--- src/rtl/miner_dispatch.sv ---
// miner_dispatch: fans a work block out to NUM_CORES miner cores, restarts
// them together on disjoint nonce ranges, and funnels their golden nonces
// back to the serial transmitter one at a time through a round-robin arbiter.

module miner_dispatch #(
    parameter int NUM_CORES    = 4,
    parameter int CORE_BITS    = 2,
    parameter int RESET_CYCLES = 4,
    parameter int HOLDOFF      = 2
) (
    input  logic                      clk,
    input  logic                      reset_n,
    input  logic                      new_block,
    input  logic [351:0]              block,
    output logic [351:0]              core_block,
    output logic [NUM_CORES-1:0]      core_reset,
    output logic [32*NUM_CORES-1:0]   core_nonce_start,
    input  logic [NUM_CORES-1:0]      core_found,
    input  logic [32*NUM_CORES-1:0]   core_nonce,
    input  logic                      tx_busy,
    output logic                      result_ready,
    output logic [31:0]               result,
    output logic                      running,
    output logic [7:0]                dropped
);

    // Counter widths sized to hold their load values; never zero width.
    localparam int CNT_W  = (RESET_CYCLES < 2) ? 1 : $clog2(RESET_CYCLES + 1);
    localparam int HOLD_W = (HOLDOFF < 1) ? 1 : $clog2(HOLDOFF + 1);

    typedef enum logic [1:0] {
        IDLE = 2'd0,
        LOAD = 2'd1,
        RUN  = 2'd2
    } state_t;

    state_t                 state;
    state_t                 state_next;
    logic [CNT_W-1:0]       load_cnt;
    logic [HOLD_W-1:0]      holdoff_cnt;
    logic [CORE_BITS-1:0]   rr_ptr;
    logic [NUM_CORES-1:0]   pending;
    logic [31:0]            pend_nonce [NUM_CORES];

    logic                   capture_en;
    logic                   grant_valid;
    logic [CORE_BITS-1:0]   grant_idx;
    logic [NUM_CORES-1:0]   grant_oh;
    logic [CORE_BITS-1:0]   scan_idx;
    logic                   scan_hit;
    logic [NUM_CORES-1:0]   drop_vec;
    logic                   any_drop;

    // Each core starts at the bottom of its own slice of the 32-bit nonce space.
    genvar gi;
    generate
        for (gi = 0; gi < NUM_CORES; gi++) begin : g_nonce_start
            assign core_nonce_start[32*gi +: 32] = 32'(gi) << (32 - CORE_BITS);
        end
    endgenerate

    // State register.
    always_ff @(posedge clk) begin
        if (!reset_n) begin
            state <= IDLE;
        end else begin
            state <= state_next;
        end
    end

    // Next-state decode plus the core restart and running outputs.
    always_comb begin
        state_next = state;
        core_reset = '1;
        running    = 1'b0;
        case (state)
            IDLE: begin
                if (new_block) begin
                    state_next = LOAD;
                end
            end
            LOAD: begin
                if (new_block) begin
                    state_next = LOAD;
                end else if (load_cnt == '0) begin
                    state_next = RUN;
                end
            end
            RUN: begin
                core_reset = '0;
                running    = 1'b1;
                if (new_block) begin
                    state_next = LOAD;
                end
            end
            default: begin
                state_next = IDLE;
            end
        endcase
    end

    // Holds the cores in restart for RESET_CYCLES cycles after each new block.
    always_ff @(posedge clk) begin
        if (!reset_n) begin
            load_cnt <= '0;
        end else if (new_block) begin
            load_cnt <= CNT_W'(RESET_CYCLES - 1);
        end else if (state == LOAD && load_cnt != '0) begin
            load_cnt <= load_cnt - CNT_W'(1);
        end
    end

    // Latches the work block shared by all cores.
    always_ff @(posedge clk) begin
        if (!reset_n) begin
            core_block <= '0;
        end else if (new_block) begin
            core_block <= block;
        end
    end

    // Round-robin search for the first pending core at or after rr_ptr;
    // a new block suppresses the grant so stale work is never reported.
    always_comb begin
        capture_en  = (state == RUN) && !new_block;
        grant_valid = (state == RUN) && (|pending) && !tx_busy &&
                      (holdoff_cnt == '0) && !new_block;
        grant_idx   = '0;
        scan_idx    = '0;
        scan_hit    = 1'b0;
        for (int k = 0; k < NUM_CORES; k++) begin
            scan_idx = rr_ptr + CORE_BITS'(k);
            if (!scan_hit && pending[scan_idx]) begin
                grant_idx = scan_idx;
                scan_hit  = 1'b1;
            end
        end
        grant_oh = grant_valid ? (NUM_CORES'(1) << grant_idx) : '0;
        drop_vec = capture_en ? (core_found & pending & ~grant_oh) : '0;
        any_drop = |drop_vec;
    end

    // One-deep result buffer per core; a core granted this cycle may refill.
    always_ff @(posedge clk) begin
        if (!reset_n) begin
            pending <= '0;
            for (int i = 0; i < NUM_CORES; i++) begin
                pend_nonce[i] <= '0;
            end
        end else if (new_block) begin
            pending <= '0;
        end else begin
            for (int i = 0; i < NUM_CORES; i++) begin
                if (capture_en && core_found[i] && (!pending[i] || grant_oh[i])) begin
                    pend_nonce[i] <= core_nonce[32*i +: 32];
                    pending[i]    <= 1'b1;
                end else if (grant_oh[i]) begin
                    pending[i] <= 1'b0;
                end
            end
        end
    end

    // Registers the granted nonce, advances the pointer and spaces out strobes.
    always_ff @(posedge clk) begin
        if (!reset_n) begin
            result_ready <= 1'b0;
            result       <= '0;
            rr_ptr       <= '0;
            holdoff_cnt  <= '0;
        end else begin
            result_ready <= grant_valid;
            if (grant_valid) begin
                result      <= pend_nonce[grant_idx];
                rr_ptr      <= grant_idx + CORE_BITS'(1);
                holdoff_cnt <= HOLD_W'(HOLDOFF);
            end else if (holdoff_cnt != '0) begin
                holdoff_cnt <= holdoff_cnt - HOLD_W'(1);
            end
        end
    end

    // Saturating count of cycles in which at least one result was lost.
    always_ff @(posedge clk) begin
        if (!reset_n) begin
            dropped <= '0;
        end else if (any_drop && dropped != 8'hFF) begin
            dropped <= dropped + 8'd1;
        end
    end

endmodule

--- config.mk ---
export PLATFORM = sky130hd
export DESIGN_NAME = miner_dispatch
export DESIGN_NICKNAME = d
export VERILOG_FILES = /design/src/rtl/miner_dispatch.sv
export SDC_FILE = /design/constraint.sdc
export NUM_CORES = 1
export LEC_CHECK = 0
export CORE_AREA = 2 2 398 400
export CTS_CLUSTER_DIAMETER = 40
export DETAILED_ROUTE_END_ITERATION = 7
export DIE_AREA = 0 0 400 402
export GPL_ROUTABILITY_DRIVEN = 0
export PLACE_DENSITY = 0.45
export SLEW_MARGIN = 20
export SYNTH_ARGS = -nofsm -noshare
export SYNTH_HDL_FRONTEND = slang
export SYNTH_SLANG_ARGS = --single-unit
--- constraint.sdc ---
create_clock -name clk -period 3.4 [get_ports clk]
set_input_delay 0.85 -clock clk [delete_from_list [all_inputs] [get_ports clk]]
set_output_delay 0.85 -clock clk [all_outputs]
set_load 0.01 [all_outputs]
==> results of run 1 <==
-- final cells by class --
cell class	count	area, um^2	share of cell area [%]
Antenna cell	6	15.0	0.0415
Clock buffer	153	3180	8.79
Clock inverter	65	823	2.27
Inverter	10	45.0	0.124
Multi-Input combinational cell	1361	8120	22.4
Sequential cell	534	12000	33.1
Tap cell	2072	2590	7.16
Timing Repair Buffer	933	9450	26.1
-- layout by cell type (no fill, tap or decap), types with 8 or more instances in the layout --
cell type | Yosys | final
clkbuf_8 | 0 | 14
buf_4 | 131 | 30
mux2i_1 | 355 | 355
dfxtp_1 | 406 | 406
bufinv_16 | 0 | 15
nand3_1 | 80 | 80
inv_1 | 10 | 9
conb_1 | 2 | 128
a21oi_1 | 72 | 71
clkbuf_1 | 79 | 23
nor2_1 | 375 | 371
clkdlybuf4s50_1 | 0 | 884
edfxtp_1 | 128 | 128
buf_12 | 0 | 18
nand2_1 | 155 | 155
and2_1 | 129 | 129
clkbuf_16 | 0 | 116
clkinvlp_4 | 0 | 8
clkinv_2 | 0 | 28
o21ai_0 | 11 | 11
-- worst max path at each step --
stage,startpoint,endpoint,slack [ns],cells after the start
floorplan,tx_busy,pend_nonce[0][0],0.46,5
CTS,state[0],running,0.32,3
finish,state[0],running,0.51,3
global route,state[0],running,0.37,3
global placement,tx_busy,pend_nonce[1][2],0.36,6
detailed placement,tx_busy,pend_nonce[1][6],0.38,6
-- power by group through the flow --
| stage | Combinational [mW] | Sequential [mW] | Clock, mW |
|---|---|---|---|
| 2_1_floorplan | 0.748 | 7.18 | 0 |
| 6_report | 2.09 | 6.98 | 11.4 |
| 3_5_place_dp | 2.12 | 7.09 | 0 |
| 4_1_cts | 2.13 | 6.97 | 11.8 |
| 3_3_place_gp | 2.12 | 7.08 | 0 |
| 5_1_grt | 2.25 | 7.00 | 12.1 |
-- flip-flops by register name (all words and copies together), names as in the netlist --
register and flops:
state 2, load_cnt 3, holdoff_cnt 2, result 32
rr_ptr 2, pend_nonce 128, dropped 8, result_ready 1
pending 4, core_block 352
-- logic make-up after synthesis --
logic type / after synthesis / share of synthesized area (%)
flip-flops: 534 / 56.7
AO/OA/AOI/OAI: 110 / 3.07
XOR/XNOR: 2 / 0.0830
adder cells (fa/ha/maj): 3 / 0.178
AND/OR/NAND/NOR: 763 / 15.9
buffers and inverters: 267 / 7.16
multiplexers: 355 / 16.8
other: 2 / 0.0356
-- per-stage QoR --
| stage | util [%] | hold WS [ns] |
|---|---|---|
| after floorplan | - | 0.438 |
| after CTS | 23.0 | 0.460 |
| after global routing | 23.0 | 0.474 |
| after global placement | 20.5 | 0.444 |
| final | 23.0 | 0.459 |
| after detailed placement | 20.5 | 0.451 |
-- critical path: cells and delay by family (launching register included) --
kind                   cells  cell delay (ns)
buffers and inverters      2             0.83
flip-flops                 1             0.33
AND/OR/NAND/NOR            1             0.18
-- layer usage --
metal	global-route usage, %	vias up	part of all wire, %
met5	0	-	0.11
met2	18.3	684	50
met3	3.94	155	8.5
li1	-	8444	-
met1	11.2	8065	38
met4	3.78	14	2.9
==> impl_metrics.yaml, run 1 <==
drt:
  ant_nets: 0
  drtIter0Drc: 560
  routed_wl_um: 87900
  wl_per_cell_um: 17.1
  drt-vias-per-instance: 3.38
  dr_total_vias: 17362
  drc: 0
  first_pass_iters: 6
min_path:
  hold_end: "result[0]"
  hp-start: "result[0]"
  min_path_cells: 2
  min_path_type: "flip-flop to flip-flop"
global_route:
  grt_max_degree: 95
  grt_pass1_wl_um: 122000
  grt-ovfl-total: 0
  grt_pass1_vias: 17571
  track_usage_pct: 10.4
  antenna_found_initial: 16
critical_path:
  arrival_ns: 2.04
  criticalPathCategory: "flip-flop to primary output"
  rr_worst_depth: 8
  start_kind: "flip-flop"
  path_cells: "nand2b_1 -> inv_1 -> clkdlybuf4s50_1"
  slowest_delay_ns: 0.71
  rrSetupSlack_ns: 0.88
  worstPathRequired_ns: 2.55
  r2r_start: "pending[0]"
  cp-end-kind: "primary output"
  r2r_end: "result[28]"
  crit_fanout: 4
  worst_path_max_delay_cell: "clkdlybuf4s50_1"
placed_design:
  dp_cells: 4910
  dpl-instance-area_um2: 32200
  io_buffers: 885
  dp_hpwl_um: 65600
  dp_slack_ns: 0.385
sta:
  setup_slack_ns: 0.514
  setup_viol: 0
  tightest_slew_ns: 0.922
  tns_ns: 0
  fmax_ghz: 0.346
  relSlewSlack_pct: 38.6
  slew_viol_final: 0
  fin_crit_sh_pct: 84.9
  hold_viol: 0
  period_needed_ns: 2.89
  rsz0062_at_grt: "no"
  finClkSkew_ns: 0.0332
clock_network:
  clk_pin_slew_worst_paths_ns: 0.05
  cts_made_buffers: 115
  htree_levels: 3
  clockBufferDepth: 3
  holdBufCountCts: 0
  clock_latency_ns: 0.69
  cts_setup_buffers: 0
  ctsResizeCount: 0
  cts_tree: "built"
  cts-root-buf: "clkbuf_16"
  cts_sinks: 534
floorplanning:
  coreArea_um2: 157000
  initial_core_util_pct: 13.4
  dieArea_um2: 161000
  die_w_um: 400
  fp.dieH_um: 402
  rows: 146
  ioPinCount: 1014
power:
  p_total_mw: 20.5
  pwr-share-clk_pct: 55.8
  p_int_mw: 15.7
  p_sw_share_pct: 23.5
  p_comb_share_pct: 10.2
  p_sw_mw: 4.81
  powerDensity_nw_per_um2: 567
  max-vdd-ir-drop_v: 0.000432
  seqPwrFrac_pct: 34.0
  p_leak_nw: 14.5
final_layout:
  syn2layout_area_growth_pct: 71.6
  drive_above_1_share_pct: 8.38
  final_cell_area_um2: 36200
  fillCellCount: 16987
  nets: 3446
  instances_no_fill: 5134
synthesis:
  ys_seq_area_share_pct: 56.7
  yosysUniqueCellTypes: 46
  synth_top_area_share_pct: 38.5
  synthTopCellsByArea: "dfxtp_1 39%, edfxtp_1 18%, mux2i_1 17%"
  synth_seq_cells: 534
  synthTopCellsByCount: "406 x dfxtp_1, 375 x nor2_1, 355 x mux2i_1"
  yosys.area.top_type: "dfxtp_1"
  yosysMostFrequentCell: "dfxtp_1"
  netlist_instances: 2036
  ys_async_sr_fraction_pct: 0
  postSynthAreaPerCell_um2: 10.4
  synth-main-ff-cell: "dfxtp_1"
  ys_warn_count: 0
  synth_edf_count: 128
  synth_area_um2: 21100
job:
  maxCapViolations: 0
status:
  outcome: "completed"
No activity file was read; power rests on OpenSTA's default activity.
==> inputs of run 2 (changes only) <==
Clock period 3.4 ns to 3 ns, I/O delays scaled along.
==> run 2 against run 1 <==
Against the previous run:
- die area is the same
- wire length grew 0.84%
- core utilization grew 0.11 points
- cell count shrank 0.18%
- via count grew 0.21%
- register-to-register slack lost 0.24 ns
- largest cell class unchanged
- highest routed layer unchanged
==> impl_metrics.yaml, run 2 (synthesis results as in run 1) <==
critical_path:
  start_kind: "flip-flop"
  cp-end-kind: "primary output"
  worstSetupPathDepth: 1
  crit_fanout: 5
  rr_worst_depth: 8
  slowest_delay_ns: 0.85
  critical_path.n_buffers_inverters: 1
  criticalPathCategory: "flip-flop to primary output"
  worstPathRequired_ns: 2.25
  path_cells: "clkdlybuf4s50_1"
  arrival_ns: 1.96
  cp_top_family: "buffers and inverters"
  worst_path_max_delay_cell: "clkdlybuf4s50_1"
global_route:
  grt_pass1_vias: 17569
  antenna_found_initial: 18
  grt-ovfl-total: 0
  grt_pass1_wl_um: 124000
  track_usage_pct: 10.5
  grt_max_degree: 83
sta:
  relSlewSlack_pct: 52.9
  slew_viol_final: 0
  tns_ns: 0
  finClkSkew_ns: 0.0191
  rsz0062_at_grt: "no"
  setup_viol: 0
  tightest_slew_ns: 0.707
  hold_viol: 0
  fin_crit_sh_pct: 90.5
  period_needed_ns: 2.71
  fmax_ghz: 0.368
drt:
  drtIter0Drc: 739
  drc: 0
  ant_nets: 0
  drt-vias-per-instance: 3.39
  wl_per_cell_um: 17.3
  first_pass_iters: 5
  wl_met1_um: 33400
  wl_met2_um: 44500
  met3_length_um: 7720
  dr_total_vias: 17398
  topRoutingLayerUsed: "met5"
  routed_wl_um: 88600
clock_network:
  cts_made_buffers: 110
  cts-root-buf: "clkbuf_16"
  htree_levels: 3
  cts_tree: "built"
  cts_sinks: 534
  clockBufferDepth: 3
  holdBufCountCts: 0
  clock_latency_ns: 0.72
  clk_pin_slew_worst_paths_ns: 0.05
power:
  p_total_mw: 23.8
  powerDensity_nw_per_um2: 654
  pwr-share-clk_pct: 56.8
  p_leak_nw: 14.5
  p_comb_share_pct: 10.0
  p_sw_mw: 5.57
  seqPwrFrac_pct: 33.2
  p_int_mw: 18.2
  p_sw_share_pct: 23.4
  max-vdd-ir-drop_v: 0.000469
final_layout:
  syn2layout_area_growth_pct: 72.4
  largestRegisters: "core_block: 352 flops, pend_nonce: 128 flops, result: 32 flops"
  top_register: "core_block"
  drive_above_1_share_pct: 8.43
  largest_reg_flops: 352
  fillCellCount: 16918
  nets: 3446
  final_cell_mix: "883 x clkdlybuf4s50_1, 406 x dfxtp_1, 371 x nor2_1"
  final_common_cell: "clkdlybuf4s50_1"
floorplanning:
  initial_core_util_pct: 13.4
  ioPinCount: 1014
  coreArea_um2: 157000
  die_w_um: 400
  rows: 146
  dieArea_um2: 161000
  fp.dieH_um: 402
status:
  outcome: "completed"
min_path:
  min_path_cells: 4
  min_path_type: "input pin to flip-flop"
placed_design:
  dp_hpwl_um: 66500
  io_buffers: 885
job:
  maxCapViolations: 0
==> run 2: changes by cell type in the layout (fill, tap and decap cells not counted), sizes merged <==
| cell | previous run | this run |
|---|---|---|
| clkinv | 42 | 28 |
| clkbuf | 153 | 140 |
| bufinv | 15 | 21 |
| inv | 10 | 16 |
| buf | 49 | 54 |
| clkinvlp | 8 | 11 |
| diode | 6 | 4 |
| clkdlybuf4s50 | 884 | 883 |
| dlygate4sd2 | 0 | 1 |
==> run 2: repair_timing <==
action,4_1_cts,5_1_grt
gates resized for setup,1,0
buffers inserted,0,0
setup endpoints to repair,1,0
==> run 2: layout make-up <==
| type | count | area, um^2 | share of cell area (%) |
|---|---|---|---|
| Clock buffer | 140 | 3100 | 8.53 |
| Tap cell | 2072 | 2590 | 7.13 |
| Multi-Input combinational cell | 1361 | 8120 | 22.3 |
| Sequential cell | 534 | 12000 | 32.9 |
| Clock inverter | 66 | 1010 | 2.79 |
| Timing Repair Buffer | 938 | 9510 | 26.1 |
| Inverter | 10 | 45.0 | 0.124 |
| Antenna cell | 4 | 10.0 | 0.0275 |
==> run 2: power by group through the flow <==
| stage | logic, mW | clock network, mW | registers [mW] |
|---|---|---|---|
| 2_1_floorplan | 0.847 | 0 | 8.14 |
| 3_3_place_gp | 2.41 | 0 | 8.03 |
| 3_5_place_dp | 2.41 | 0 | 8.04 |
| 4_1_cts | 2.43 | 13.9 | 7.91 |
| 5_1_grt | 2.56 | 14.2 | 7.94 |
| 6_report | 2.38 | 13.5 | 7.91 |
==> run 2: final timing paths <==
check                                 from         end  slack (ns)
worst max-delay path            dropped[7]  dropped[7]        0.29
worst min-delay path             new_block  pending[2]        0.43
worst max register to register  pending[0]  result[29]        0.64
worst min register to register  result[14]  result[14]        0.46
==> run 2: through the flow <==
| step | setup slack, ns | hold slack, ns | area (um^2) | std cells | util [%] |
|---|---|---|---|---|---|
| 6_report | 0.285 | 0.426 | 36400 | 5125 | 23.2 |
| 5_1_grt | 0.144 | 0.382 | 36400 | 5124 | 23.1 |
| 4_1_cts | 0.111 | 0.344 | 36400 | 5121 | 23.1 |
| 3_5_place_dp | 0.0738 | 0.449 | 32200 | 4915 | 20.5 |
| 3_3_place_gp | 0.0670 | 0.442 | 32200 | 4915 | 20.5 |
| 2_1_floorplan | 0.164 | 0.438 | 21600 | 2162 | - |
==> run 2: per-layer routing <==
| layer | track usage [%] | vias up |
|---|---|---|
| met5 | 0 | - |
| li1 | - | 8437 |
| met3 | 3.77 | 157 |
| met2 | 18.5 | 699 |
| met4 | 4.58 | 18 |
| met1 | 11.3 | 8087 |
==> inputs of run 3 (changes only) <==
Settings changed: MAX_ROUTING_LAYER set to met4.
==> run 3 against run 2 <==
Against the previous run:
- final area about the same
- via count increased by 0.19%
- sequential power about the same
- cell count increased by 0.18%
- critical path type unchanged
- highest routed layer is now met4
==> impl_metrics.yaml, run 3 (synthesis results as in run 1) <==
critical_path:
  critical_path.n_buffers_inverters: 1
  start_kind: "flip-flop"
  worst_path_max_delay_cell: "clkdlybuf4s50_1"
  crit_fanout: 5
  rr_worst_depth: 8
  cp-startpoint: "dropped[7]"
  rrSetupSlack_ns: 0.64
  worstPathRequired_ns: 2.25
  cp_top_family: "buffers and inverters"
  criticalPathCategory: "flip-flop to primary output"
  r2r_start: "pending[0]"
  endpoint: "dropped[7]"
  cp-end-kind: "primary output"
  worstSetupPathDepth: 1
  path_cells: "clkdlybuf4s50_1"
  arrival_ns: 1.96
  slowest_delay_ns: 0.85
  r2r_end: "result[23]"
power:
  powerDensity_nw_per_um2: 653
  p_comb_share_pct: 10.0
  pwr-share-clk_pct: 56.7
  p_leak_nw: 14.5
  p_sw_share_pct: 23.4
  p_sw_mw: 5.55
  p_int_mw: 18.2
  seqPwrFrac_pct: 33.3
  max-vdd-ir-drop_v: 0.000470
floorplanning:
  initial_core_util_pct: 13.4
  fp.dieH_um: 402
  die_w_um: 400
  dieArea_um2: 161000
  ioPinCount: 1014
  coreArea_um2: 157000
  rows: 146
sta:
  relSlewSlack_pct: 52.6
  rsz0062_at_grt: "no"
  fin_crit_sh_pct: 90.5
  hold_viol: 0
  tns_ns: 0
  whs_ns: 0.433
  setup_slack_ns: 0.286
  slew_viol_final: 0
  period_needed_ns: 2.71
  fmax_ghz: 0.369
  setup_viol: 0
  finClkSkew_ns: 0.0207
  tightest_slew_ns: 0.712
drt:
  wl_per_cell_um: 17.2
  ant_nets: 0
  first_pass_iters: 5
  drtIter0Drc: 694
  dr_total_vias: 17431
  drc: 0
  routed_wl_um: 88500
  drt-vias-per-instance: 3.40
clock_network:
  clock_latency_ns: 0.71
  cts-root-buf: "clkbuf_16"
  cts_sinks: 534
  cts_made_buffers: 110
  clk_pin_slew_worst_paths_ns: 0.05
  cts_tree: "built"
  holdBufCountCts: 0
  clockBufferDepth: 3
  htree_levels: 3
placed_design:
  dp_hpwl_um: 66500
  dp_cells: 4915
  io_buffers: 885
  dpl-instance-area_um2: 32200
  dp_slack_ns: 0.0738
final_layout:
  top_register: "core_block"
  nets: 3446
  final_cell_area_um2: 36400
  syn2layout_area_growth_pct: 72.5
  instances_no_fill: 5134
  largest_reg_flops: 352
  drive_above_1_share_pct: 8.43
  fillCellCount: 16913
  final_cell_mix: "883 x clkdlybuf4s50_1, 406 x dfxtp_1, 371 x nor2_1"
  largestRegisters: "core_block: 352 flops, pend_nonce: 128 flops, result: 32 flops"
  final_common_cell: "clkdlybuf4s50_1"
global_route:
  grt_pass1_wl_um: 123000
  grt_max_degree: 83
  grt-ovfl-total: 0
  track_usage_pct: 10.8
  antenna_found_initial: 18
  grt_pass1_vias: 17620
job:
  maxCapViolations: 0
status:
  outcome: "completed"
min_path:
  min_path_type: "input pin to flip-flop"
==> run 3: cell count changes in the layout (fill, tap and decap cells not counted) <==
cell	previous run	this run
diode_2	4	13
==> run 3: area by class of cell <==
type	count	area, um^2	area share [%]
clock inverter	66	1010	2.78
tap	2072	2590	7.12
clock buffer	140	3100	8.53
timing repair buffer	938	9510	26.1
sequential	534	12000	32.9
multi-input combinational	1361	8120	22.3
inverter	10	45.0	0.124
antenna	13	32.5	0.0894
==> run 3: through the flow <==
| step | total power [mW] | util [%] |
|---|---|---|
| floorplan | 8.99 | - |
| global placement | 10.4 | 20.5 |
| detailed placement | 10.5 | 20.5 |
| CTS | 24.2 | 23.1 |
| global route | 24.7 | 23.2 |
| finish | 23.8 | 23.2 |
==> run 3: power groups by stage <==
stage               logic (mW)  registers (mW)  clock network [mW]
floorplan                0.847            8.14                   0
global placement          2.41            8.03                   0
detailed placement        2.41            8.04                   0
CTS                       2.43            7.91                13.9
global route              2.56            7.94                14.2
finish                    2.38            7.91                13.5
==> run 3: tightest hold or removal path, stage by stage <==
cell	delay [ns]
buf_8	0.10
nor2_4	0.07
nand2_1	0.09
a21oi_1	0.06
==> run 3: how the worst min path moves through the flow <==
stage,slack (ns),start,depth (start not counted),endpoint
global route,0.39,new_block,4,pending[2]
floorplan,0.44,holdoff_cnt[0],1,holdoff_cnt[0]
detailed placement,0.45,result[29],2,result[29]
finish,0.43,new_block,4,pending[2]
global placement,0.44,result[29],2,result[29]
CTS,0.34,new_block,4,pending[2]
==> run 3: repair_timing <==
| item | CTS | global route |
|---|---|---|
| resized for setup | 1 | 0 |
| buffers inserted | 0 | 0 |
| endpoints found under the setup margin | 1 | 0 |
==> run 3: per-layer routing <==
metal	share of wire, %	track usage [%]
met1	38	11.4
met2	50	18.5
met3	8.4	3.60
met4	3.2	4.59
met5	0	-
